**src/rtl/spi_regbank_slave.sv**
```systemverilog
`default_nettype none
// +----------------------------------------------------------------------------+
// | spi_regbank_slave: oversampled SPI mode-0 slave with status/ctrl bank       |
// | Rev 1.0                                                                    |
// +----------------------------------------------------------------------------+
module spi_regbank_slave #(
  parameter int                      ST_BYTES   = 2,
  parameter int                      CTRL_BYTES = 2,
  parameter logic [CTRL_BYTES*8-1:0] CTRL_RESET = '0
) (
  input  logic                    clk,
  input  logic                    reset_n,
  input  logic                    spi_sclk,
  input  logic                    spi_cs_n,
  input  logic                    spi_mosi,
  output logic                    spi_miso,
  output logic                    spi_miso_oe,
  input  logic [ST_BYTES*8-1:0]   status,
  output logic [CTRL_BYTES*8-1:0] ctrl,
  output logic                    wr_pulse,
  output logic [15:0]             wr_addr,
  output logic                    frame_err
);

  typedef enum logic [2:0] {
    S_IDLE    = 3'd0,
    S_HEADER  = 3'd1,
    S_RD_DATA = 3'd2,
    S_WR_DATA = 3'd3,
    S_DISCARD = 3'd4
  } state_t;

  localparam logic [7:0] C_INST_RD_ST   = 8'h03;
  localparam logic [7:0] C_INST_RD_CTRL = 8'h0B;
  localparam logic [7:0] C_INST_WR_CTRL = 8'h02;

  logic r_sclk_s1, r_sclk_s2, r_sclk_h;
  logic r_cs_s1,   r_cs_s2,   r_cs_h;
  logic r_mosi_s1, r_mosi_s2, r_mosi_h;

  state_t      r_state, w_nxt;
  logic [22:0] r_hdr;
  logic [4:0]  r_bitcnt;
  logic [2:0]  r_dcnt;
  logic [15:0] r_addr;
  logic [7:0]  r_inst;
  logic [7:0]  r_sh;

  logic        w_sclk_rise, w_sclk_fall, w_cs_rise, w_cs_fall;
  logic [23:0] w_hdr_nxt;
  logic        w_hdr_done;
  logic [7:0]  w_rd_inst;
  logic [15:0] w_rd_addr;
  logic [7:0]  w_rd_byte;
  logic [7:0]  w_wr_byte;

  always_ff @(posedge clk or negedge reset_n) begin
    if (!reset_n) begin
      r_sclk_s1 <= 1'b0; r_sclk_s2 <= 1'b0; r_sclk_h <= 1'b0;
      r_cs_s1   <= 1'b1; r_cs_s2   <= 1'b1; r_cs_h   <= 1'b1;
      r_mosi_s1 <= 1'b0; r_mosi_s2 <= 1'b0; r_mosi_h <= 1'b0;
    end else begin
      r_sclk_s1 <= spi_sclk; r_sclk_s2 <= r_sclk_s1; r_sclk_h <= r_sclk_s2;
      r_cs_s1   <= spi_cs_n; r_cs_s2   <= r_cs_s1;   r_cs_h   <= r_cs_s2;
      r_mosi_s1 <= spi_mosi; r_mosi_s2 <= r_mosi_s1; r_mosi_h <= r_mosi_s2;
    end
  end

  assign w_sclk_rise = r_sclk_s2 & ~r_sclk_h;
  assign w_sclk_fall = ~r_sclk_s2 & r_sclk_h;
  assign w_cs_rise   = r_cs_s2 & ~r_cs_h;
  assign w_cs_fall   = ~r_cs_s2 & r_cs_h;
  // mosi sampled one clk ahead of the detected rise, where mode-0 data is settled
  assign w_hdr_nxt   = {r_hdr, r_mosi_h};
  assign w_wr_byte   = {r_sh[6:0], r_mosi_h};
  assign w_hdr_done  = w_sclk_rise && (r_bitcnt == 5'd23);

  assign w_rd_inst = (r_state == S_HEADER) ? w_hdr_nxt[23:16] : r_inst;
  assign w_rd_addr = (r_state == S_HEADER) ? w_hdr_nxt[15:0]  : r_addr + 16'd1;

  always_comb begin
    w_rd_byte = 8'h00;
    if (w_rd_inst == C_INST_RD_ST) begin
      for (int i = 0; i < ST_BYTES; i++)
        if (w_rd_addr == 16'(i)) w_rd_byte = status[i*8 +: 8];
    end else begin
      for (int i = 0; i < CTRL_BYTES; i++)
        if (w_rd_addr == 16'(i)) w_rd_byte = ctrl[i*8 +: 8];
    end
  end

  always_ff @(posedge clk or negedge reset_n) begin
    if (!reset_n) r_state <= S_IDLE;
    else          r_state <= w_nxt;
  end

  always_comb begin
    w_nxt = r_state;
    if (w_cs_rise) begin
      w_nxt = S_IDLE;
    end else begin
      case (r_state)
        S_IDLE:   if (w_cs_fall) w_nxt = S_HEADER;
        S_HEADER: if (w_hdr_done) begin
          case (w_hdr_nxt[23:16])
            C_INST_RD_ST, C_INST_RD_CTRL: w_nxt = S_RD_DATA;
            C_INST_WR_CTRL:               w_nxt = S_WR_DATA;
            default:                      w_nxt = S_DISCARD;
          endcase
        end
        default: w_nxt = r_state;
      endcase
    end
  end

  always_ff @(posedge clk or negedge reset_n) begin
    if (!reset_n) begin
      r_hdr       <= '0;
      r_bitcnt    <= '0;
      r_dcnt      <= '0;
      r_addr      <= '0;
      r_inst      <= '0;
      r_sh        <= '0;
      spi_miso    <= 1'b0;
      spi_miso_oe <= 1'b0;
      ctrl        <= CTRL_RESET;
      wr_pulse    <= 1'b0;
      wr_addr     <= '0;
      frame_err   <= 1'b0;
    end else begin
      wr_pulse  <= 1'b0;
      frame_err <= 1'b0;
      if (w_cs_rise) begin
        // cs release wins over any same-clk sclk edge, so a completing byte is dropped
        if ((r_state == S_HEADER) ||
            (((r_state == S_RD_DATA) || (r_state == S_WR_DATA)) && (r_dcnt != 3'd0)))
          frame_err <= 1'b1;
        r_hdr       <= '0;
        r_bitcnt    <= '0;
        r_dcnt      <= '0;
        r_addr      <= '0;
        r_inst      <= '0;
        r_sh        <= '0;
        spi_miso    <= 1'b0;
        spi_miso_oe <= 1'b0;
      end else begin
        case (r_state)
          S_IDLE: if (w_cs_fall) begin
            r_bitcnt <= '0;
            r_dcnt   <= '0;
            r_hdr    <= '0;
          end
          S_HEADER: if (w_sclk_rise) begin
            r_hdr    <= w_hdr_nxt[22:0];
            r_bitcnt <= r_bitcnt + 5'd1;
            if (w_hdr_done) begin
              r_inst <= w_hdr_nxt[23:16];
              r_addr <= w_hdr_nxt[15:0];
              r_dcnt <= '0;
              if ((w_hdr_nxt[23:16] == C_INST_RD_ST) || (w_hdr_nxt[23:16] == C_INST_RD_CTRL)) begin
                r_sh        <= w_rd_byte;
                spi_miso_oe <= 1'b1;
              end
            end
          end
          S_RD_DATA: begin
            if (w_sclk_fall) begin
              spi_miso <= r_sh[7];
              r_sh     <= {r_sh[6:0], 1'b0};
            end
            if (w_sclk_rise) begin
              r_dcnt <= r_dcnt + 3'd1;
              if (r_dcnt == 3'd7) begin
                r_addr <= r_addr + 16'd1;
                r_sh   <= w_rd_byte;
              end
            end
          end
          S_WR_DATA: if (w_sclk_rise) begin
            r_sh   <= w_wr_byte;
            r_dcnt <= r_dcnt + 3'd1;
            if (r_dcnt == 3'd7) begin
              r_addr <= r_addr + 16'd1;
              for (int i = 0; i < CTRL_BYTES; i++) begin
                if (r_addr == 16'(i)) begin
                  ctrl[i*8 +: 8] <= w_wr_byte;
                  wr_pulse       <= 1'b1;
                  wr_addr        <= r_addr;
                end
              end
            end
          end
          default: ;
        endcase
      end
    end
  end

endmodule
`default_nettype wire

```
**config.mk**
```make
export PLATFORM = sky130hd
export DESIGN_NAME = spi_regbank_slave
export DESIGN_NICKNAME = d
export VERILOG_FILES = /design/src/rtl/spi_regbank_slave.sv
export SDC_FILE = /design/constraint.sdc
export NUM_CORES = 1
export LEC_CHECK = 0
export ABC_AREA = 1
export CORE_MARGIN = 2
export CORE_UTILIZATION = 58
export CTS_CLUSTER_SIZE = 20
export DETAILED_ROUTE_END_ITERATION = 6
export HOLD_SLACK_MARGIN = 0.08
export PLACE_DENSITY_LB_ADDON = 0.05
export SYNTH_ARGS = -nofsm -noshare
export SYNTH_HDL_FRONTEND = slang
export SYNTH_SLANG_ARGS = --single-unit
```
**constraint.sdc**
```tcl
create_clock -name clk -period 2.85 [get_ports clk]
set_input_delay 0.4275 -clock clk [delete_from_list [all_inputs] [get_ports clk]]
set_output_delay 0.4275 -clock clk [all_outputs]
set_load 0.01 [all_outputs]
```
Yosys cells after proc, flatten, opt, wreduce, memory -nomap -nowiden
Index checks and enable logic that the tools add are counted.
{"block": "word_totals", "word_cells": 149, "out_inout_bits": 36, "reg_bits": 111}
{"block": "op_classes", "eq_ne": 18, "n_mux": 63, "add_sub_neg": 3, "reduce_logical": 33, "bitwise_logic": 9}
{"operator": "$mux 8", "n": 18}
{"operator": "$mux 16", "n": 8}
{"operator": "$mux 23", "n": 3}
{"operator": "$pmux 23 s2", "n": 1}
{"operator": "$eq 16x1->1 const B", "n": 2}
{"operator": "$logic_not 16->1", "n": 2}
{"operator": "$pmux 16 s2", "n": 1}
{"operator": "$reduce_and 5->1", "n": 6}
{"operator": "$eq 8x2->1 const B", "n": 3}
{"operator": "$mux 3", "n": 8}
{"operator": "$pmux 8 s3", "n": 1}
{"operator": "$add 16x1->16 const B", "n": 1}
{"operator": "$mux 1", "n": 16}
{"operator": "$mux 5", "n": 3}
{"operator": "$reduce_bool 2->1", "n": 7}
{"operator": "$ne 3x3->1 const B", "n": 4}
{"operator": "$pmux 3 s2", "n": 2}
{"operator": "$pmux 5 s2", "n": 1}
{"operator": "$pmux 3 s3", "n": 1}
{"operator": "$reduce_and 3->1", "n": 3}
{"operator": "$reduce_bool 3->1", "n": 3}
{"operator": "$eq 8x4->1 const B", "n": 1}
{"operator": "$reduce_bool 4->1", "n": 2}
{"operator": "$eq 3x2->1 const B", "n": 2}
{"operator": "15 further kinds", "n": 27}

Depth between registers and ports, before layout
{"block": "logic_depth", "word_depth": 11, "mapped_depth": 18}

Worst setup path before layout
Ideal clock, no wire load.
{"block": "synth_path", "kind": "flip-flop to flip-flop", "startpoint": "reg r_cs_s2", "endpoint": "reg r_bitcnt[3]", "period_less_slack_ns": 2.078, "t_required_ns": 2.773, "path_stages_with_launch": 9, "slack_ns": 0.772, "t_arrival_ns": 2.000, "path_cell_list": "dfstp_2 ha_1 buf_2 o211ai_1 a21oi_1 inv_1 nor4_1 o22ai_1 a21oi_1"}
{"block": "synth_via", "elab_chain_cells": 4, "elab_cells_between_ends": 8, "cone_classes": "2 x eq/ne; 1 x mux; 3 x bitwise; 2 x reduce/logical"}
{"item": "from (decl)", "line_no": "38", "text": "logic r_cs_s1, r_cs_s2, r_cs_h;"}
{"item": "from (signal assigned)", "line_no": "64", "text": "r_cs_s1 <= spi_cs_n; r_cs_s2 <= r_cs_s1; r_cs_h <= r_cs_s2;"}
{"item": "$not 1->1", "line_no": "72", "text": "assign w_cs_fall = ~r_cs_s2 & r_cs_h;"}
{"item": "$and 1x1->1", "line_no": "72"}
{"item": "$ne 3x3->1 (no line)"}
{"item": "$reduce_and 3->1 (no line)"}
{"item": "to (signal assigned)", "line_no": "155", "text": "r_bitcnt <= r_bitcnt + 5'd1;"}
{"item": "to (decl)", "line_no": "43", "text": "logic [4:0] r_bitcnt;"}
Parallel ways exist; a longest one is shown, timed or not.
A chain may end at the register's enable or synchronous reset.

Final worst setup path
{"block": "layout_path", "startpoint": "reg r_cs_s2", "endpoint": "reg r_sh[7]"}
{"block": "layout_via", "elab_chain_cells": 3, "elab_cells_between_ends": 8, "cone_classes": "4 x eq/ne; 1 x mux; 1 x bitwise; 2 x reduce/logical"}
{"item": "$and 1x1->1 *", "line_no": "71", "text": "assign w_cs_rise = r_cs_s2 & ~r_cs_h;"}
{"item": "$ne 3x2->1 (no line) (tied with other cells)"}
{"item": "$reduce_and 5->1 (no line)"}
{"item": "to (signal assigned)", "line_no": "161", "text": "r_sh <= w_rd_byte;"}
{"item": "to (signal assigned)", "line_no": "169", "text": "r_sh <= {r_sh[6:0], 1'b0};"}
{"item": "to (signal assigned)", "line_no": "175", "text": "r_sh <= w_rd_byte;"}
{"item": "to (decl)", "line_no": "47", "text": "logic [7:0] r_sh;"}
Mark *: on every way between the ends. The rest lies on a longest branch, timed or not.

==> reports/qor.txt <==
global-route wire length before repair: 25320 µm
Worst path max stage delay: 550 ps
library cells used by synthesis: 40
antenna violations before repair: 0
placer congestion estimate: 0.9374
fin crit share: 0.8864
max cap viols: 0
Die Height: 105.6 µm
Syn Area/Cell: 7.727 µm²
max-slew violations: 0
RSZ-0062 raised after global routing: no
Layout area overhead: 15.96%
Startpoint Class: register
highest routed layer: met4
Seq/Total Area, Yosys: 0.4645
die width: 105.6 µm
final hold violations: 0
total number of vias: 5474
netlist area before placement: 5988 µm²
Routed met2 length: 6911 µm
Reg2Reg Setup Slack: 320 ps
HP Start: r_sclk_s1$_DFF_PN0_
setup_tns: 0 ps
CP Cell Sequence: ha_1, nor2_4, inv_1, buf_4, nor2_1, nor3_4, inv_2, a21oi_1, a21oi_1
# resized after CTS: 0
fin util: 0.6818
Post-Syn Nets: 804
post-route ant nets: 0
clock tree buffer depth: 2
Sink Count: 111
DRC: 0
final setup violation count: 0
Post-synth top flop: dfrtp_1
FF-to-FF End: r_sh[7]$_DFFE_PN0P_
Rows: 37
Slew @ Worst Pin: 556.3 ps
DP Wirelength: 10920 µm
total wire length: 15050 µm
Worst Reg-to-Reg Cells: 9
total CTS buffers: 9
clock slew at reported path FFs: 100 ps
CTS Root Cell: clkbuf_8
port bufs: 56
Final Skew: 14.05 ps
wire per inst: 15.51 µm
Leak Pwr: 3.138 nW
Tightest Hold Check Type: reg -> reg
slowest CP cell: dfstp_2
fin crit period: 2526 ps
Syn. warnings: 0
Initial Utilization: 0.5880
Tot GR Track Use: 0.2852
critical setup path kind: reg -> reg
largest net degree at the start of global routing: 84
Max-Slew Margin vs Limit: 0.6277
post-layout net count: 858
Synth Instances: 775
worst vdd ir: 0.5890 mV
FF-to-FF Start: r_cs_s2$_DFF_PN1_
register bit total from synthesis: 111
vias in the first global route: 5221
layout cell share with drive strength beyond 1: 0.08273
die footprint: 11150 µm²
CP arrival: 2800 ps
Setup crit end kind: register
Critical Path Fanout Max: 14
outcome: complete, no violations
worst skew pair latency: 390 ps
H-tree Lvls: 3
FMAX: 0.3959 GHz
CTS tree: built
Worst Hold End: r_sclk_s2$_DFF_PN0_
via-per-instance ratio: 5.643
Fillers: 865
met3 wire length: 1025 µm
M1 wire length: 6840 µm
CP most frequent cell: a21oi_1
DRT iter0 DRCs: 517
DRT Pass-1 Iters: 6
Setup Buffers After CTS: 0
fraction of registers with async set/reset: 1.000
core box area: 10180 µm²
Sequential Area: 2781 µm²
EDFF count, synth: 0
footprint of the multi-input gates: 2663 µm²
I/O Pins: 57
Hold Path Stages: 0
Antenna diodes: 0
P per Cell Area: 624.5 nW/µm²
Req. time, crit path: 3130 ps
Power Total: 0.004337 W
grt total ovfl: 0
[cell usage after synthesis, types with 4 or more instances]
| library cell | n | area share |
|---|---|---|
| a22oi_1 | 4 | 0.0050 |
| o21ai_1 | 5 | 0.0042 |
| nand2_1 | 167 | 0.10 |
| o21ai_0 | 83 | 0.069 |
| nor2_2 | 6 | 0.0063 |
| nor2_4 | 4 | 0.0075 |
| buf_2 | 8 | 0.0067 |
| nor4_1 | 4 | 0.0042 |
| ha_1 | 8 | 0.017 |
| clkbuf_1 | 17 | 0.011 |
| a21oi_1 | 29 | 0.024 |
| dfrtp_1 | 108 | 0.45 |
| nand2_2 | 4 | 0.0042 |
| nor3_1 | 8 | 0.0067 |
| a22o_1 | 5 | 0.0073 |
| nor2_1 | 65 | 0.041 |
| inv_1 | 97 | 0.061 |
| nand4_1 | 32 | 0.033 |
| o22ai_1 | 9 | 0.0094 |
| nand3_1 | 69 | 0.058 |
| inv_2 | 10 | 0.0063 |
[what timing repair did]
| action | in CTS | in global routing |
|---|---|---|
| hold endpoints to repair | 28 | 0 |
| hold buffers | 1 | 0 |
| setup endpoints to repair | 0 | 0 |
[layout by cell type (no fill, tap or decap), types with 6 or more instances in the layout]
master,netlist,final
nand2_1,167,167
dfrtp_1,108,108
inv_1,97,97
o21ai_0,83,83
nand3_1,69,69
nor2_1,65,65
clkdlybuf4s50_1,0,55
nand4_1,32,32
a21oi_1,29,28
buf_4,0,14
inv_2,10,10
o22ai_1,9,9
clkbuf_8,0,9
nor3_1,8,8
ha_1,8,8
nor2_2,6,6
[how the worst max path moves through the flow]
| stage | slack [ps] | from | endpoint |
|---|---|---|---|
| 3_3_place_gp | 350 | r_cs_s2$_DFF_PN1_ | r_sh[3]$_DFFE_PN0P_ |
| 5_1_grt | 80 | r_cs_s2$_DFF_PN1_ | r_sh[7]$_DFFE_PN0P_ |
| 6_report | 320 | r_cs_s2$_DFF_PN1_ | r_sh[7]$_DFFE_PN0P_ |
| 4_1_cts | 310 | r_cs_s2$_DFF_PN1_ | r_sh[7]$_DFFE_PN0P_ |
| 3_5_place_dp | 330 | r_cs_s2$_DFF_PN1_ | r_sh[7]$_DFFE_PN0P_ |
| 2_1_floorplan | 770 | r_cs_s2$_DFF_PN1_ | r_bitcnt[3]$_DFFE_PN0P_ |
[kinds of logic (layout without fill, tap and decap cells)]
logic type,after synthesis,after routing,synth area share
flip-flops,111,111,0.4645
adder cells (fa/ha/maj),8,8,0.01672
AND/OR/NAND/NOR,366,366,0.2827
buffers and inverters,137,196,0.09152
XOR/XNOR,4,4,0.005851
AO/OA/AOI/OAI,149,149,0.1387
[state kept, by name, indices dropped and copies added, names as in the netlist, 3 cells and up]
| register | cells |
|---|---|
| ctrl | 16 |
| r_addr | 16 |
| r_bitcnt | 5 |
| r_dcnt | 3 |
| r_hdr | 23 |
| r_inst | 8 |
| r_sh | 8 |
| r_state | 3 |
| wr_addr | 16 |
[critical path, delay by kind of cell, from the launching register on]
family	cells	cell delay, ps
and+or+nand+nor	3	660
DFF	1	550
adders and majority gates	1	510
buffers and inverters	3	450
AOI/OAI and AO/OA	2	260
[cell type report]
type,count,share of cell area
clock buffer,10,0.01838
clock inverter,6,0.01315
inverter,108,0.05838
multi-input combinational,527,0.3834
sequential,111,0.4005
tap,136,0.02450
timing repair buffer,72,0.1016
[through the flow]
stage,std cells,setup slack (ps),hold WS (ps),area [µm²]
after detailed placement,953,326.0,345.9,6715
after floorplan,775,772.5,131.9,5988
final,970,323.8,365.5,6944
after global placement,953,348.6,333.7,6715
after CTS,970,312.6,369.0,6944
after global routing,970,79.48,374.6,6944
[per-layer routing]
metal  vias to the layer above  global-route usage
met5                         -                   0
met4                         0             0.09586
met3                        20             0.05318
met2                       202              0.4424
met1                      2581              0.4065
li1                       2671                   -
[where the power goes]
| part | switching, W | internal [W] | leakage [nW] |
|---|---|---|---|
| Clock | 0.000557 | 0.000503 | 0.111 |
| Combinational | 0.00103 | 0.000420 | 1.52 |
| Sequential | 0.000123 | 0.00170 | 1.50 |
| Total | 0.00171 | 0.00262 | 3.14 |
(Power assumes the default switching activity.)
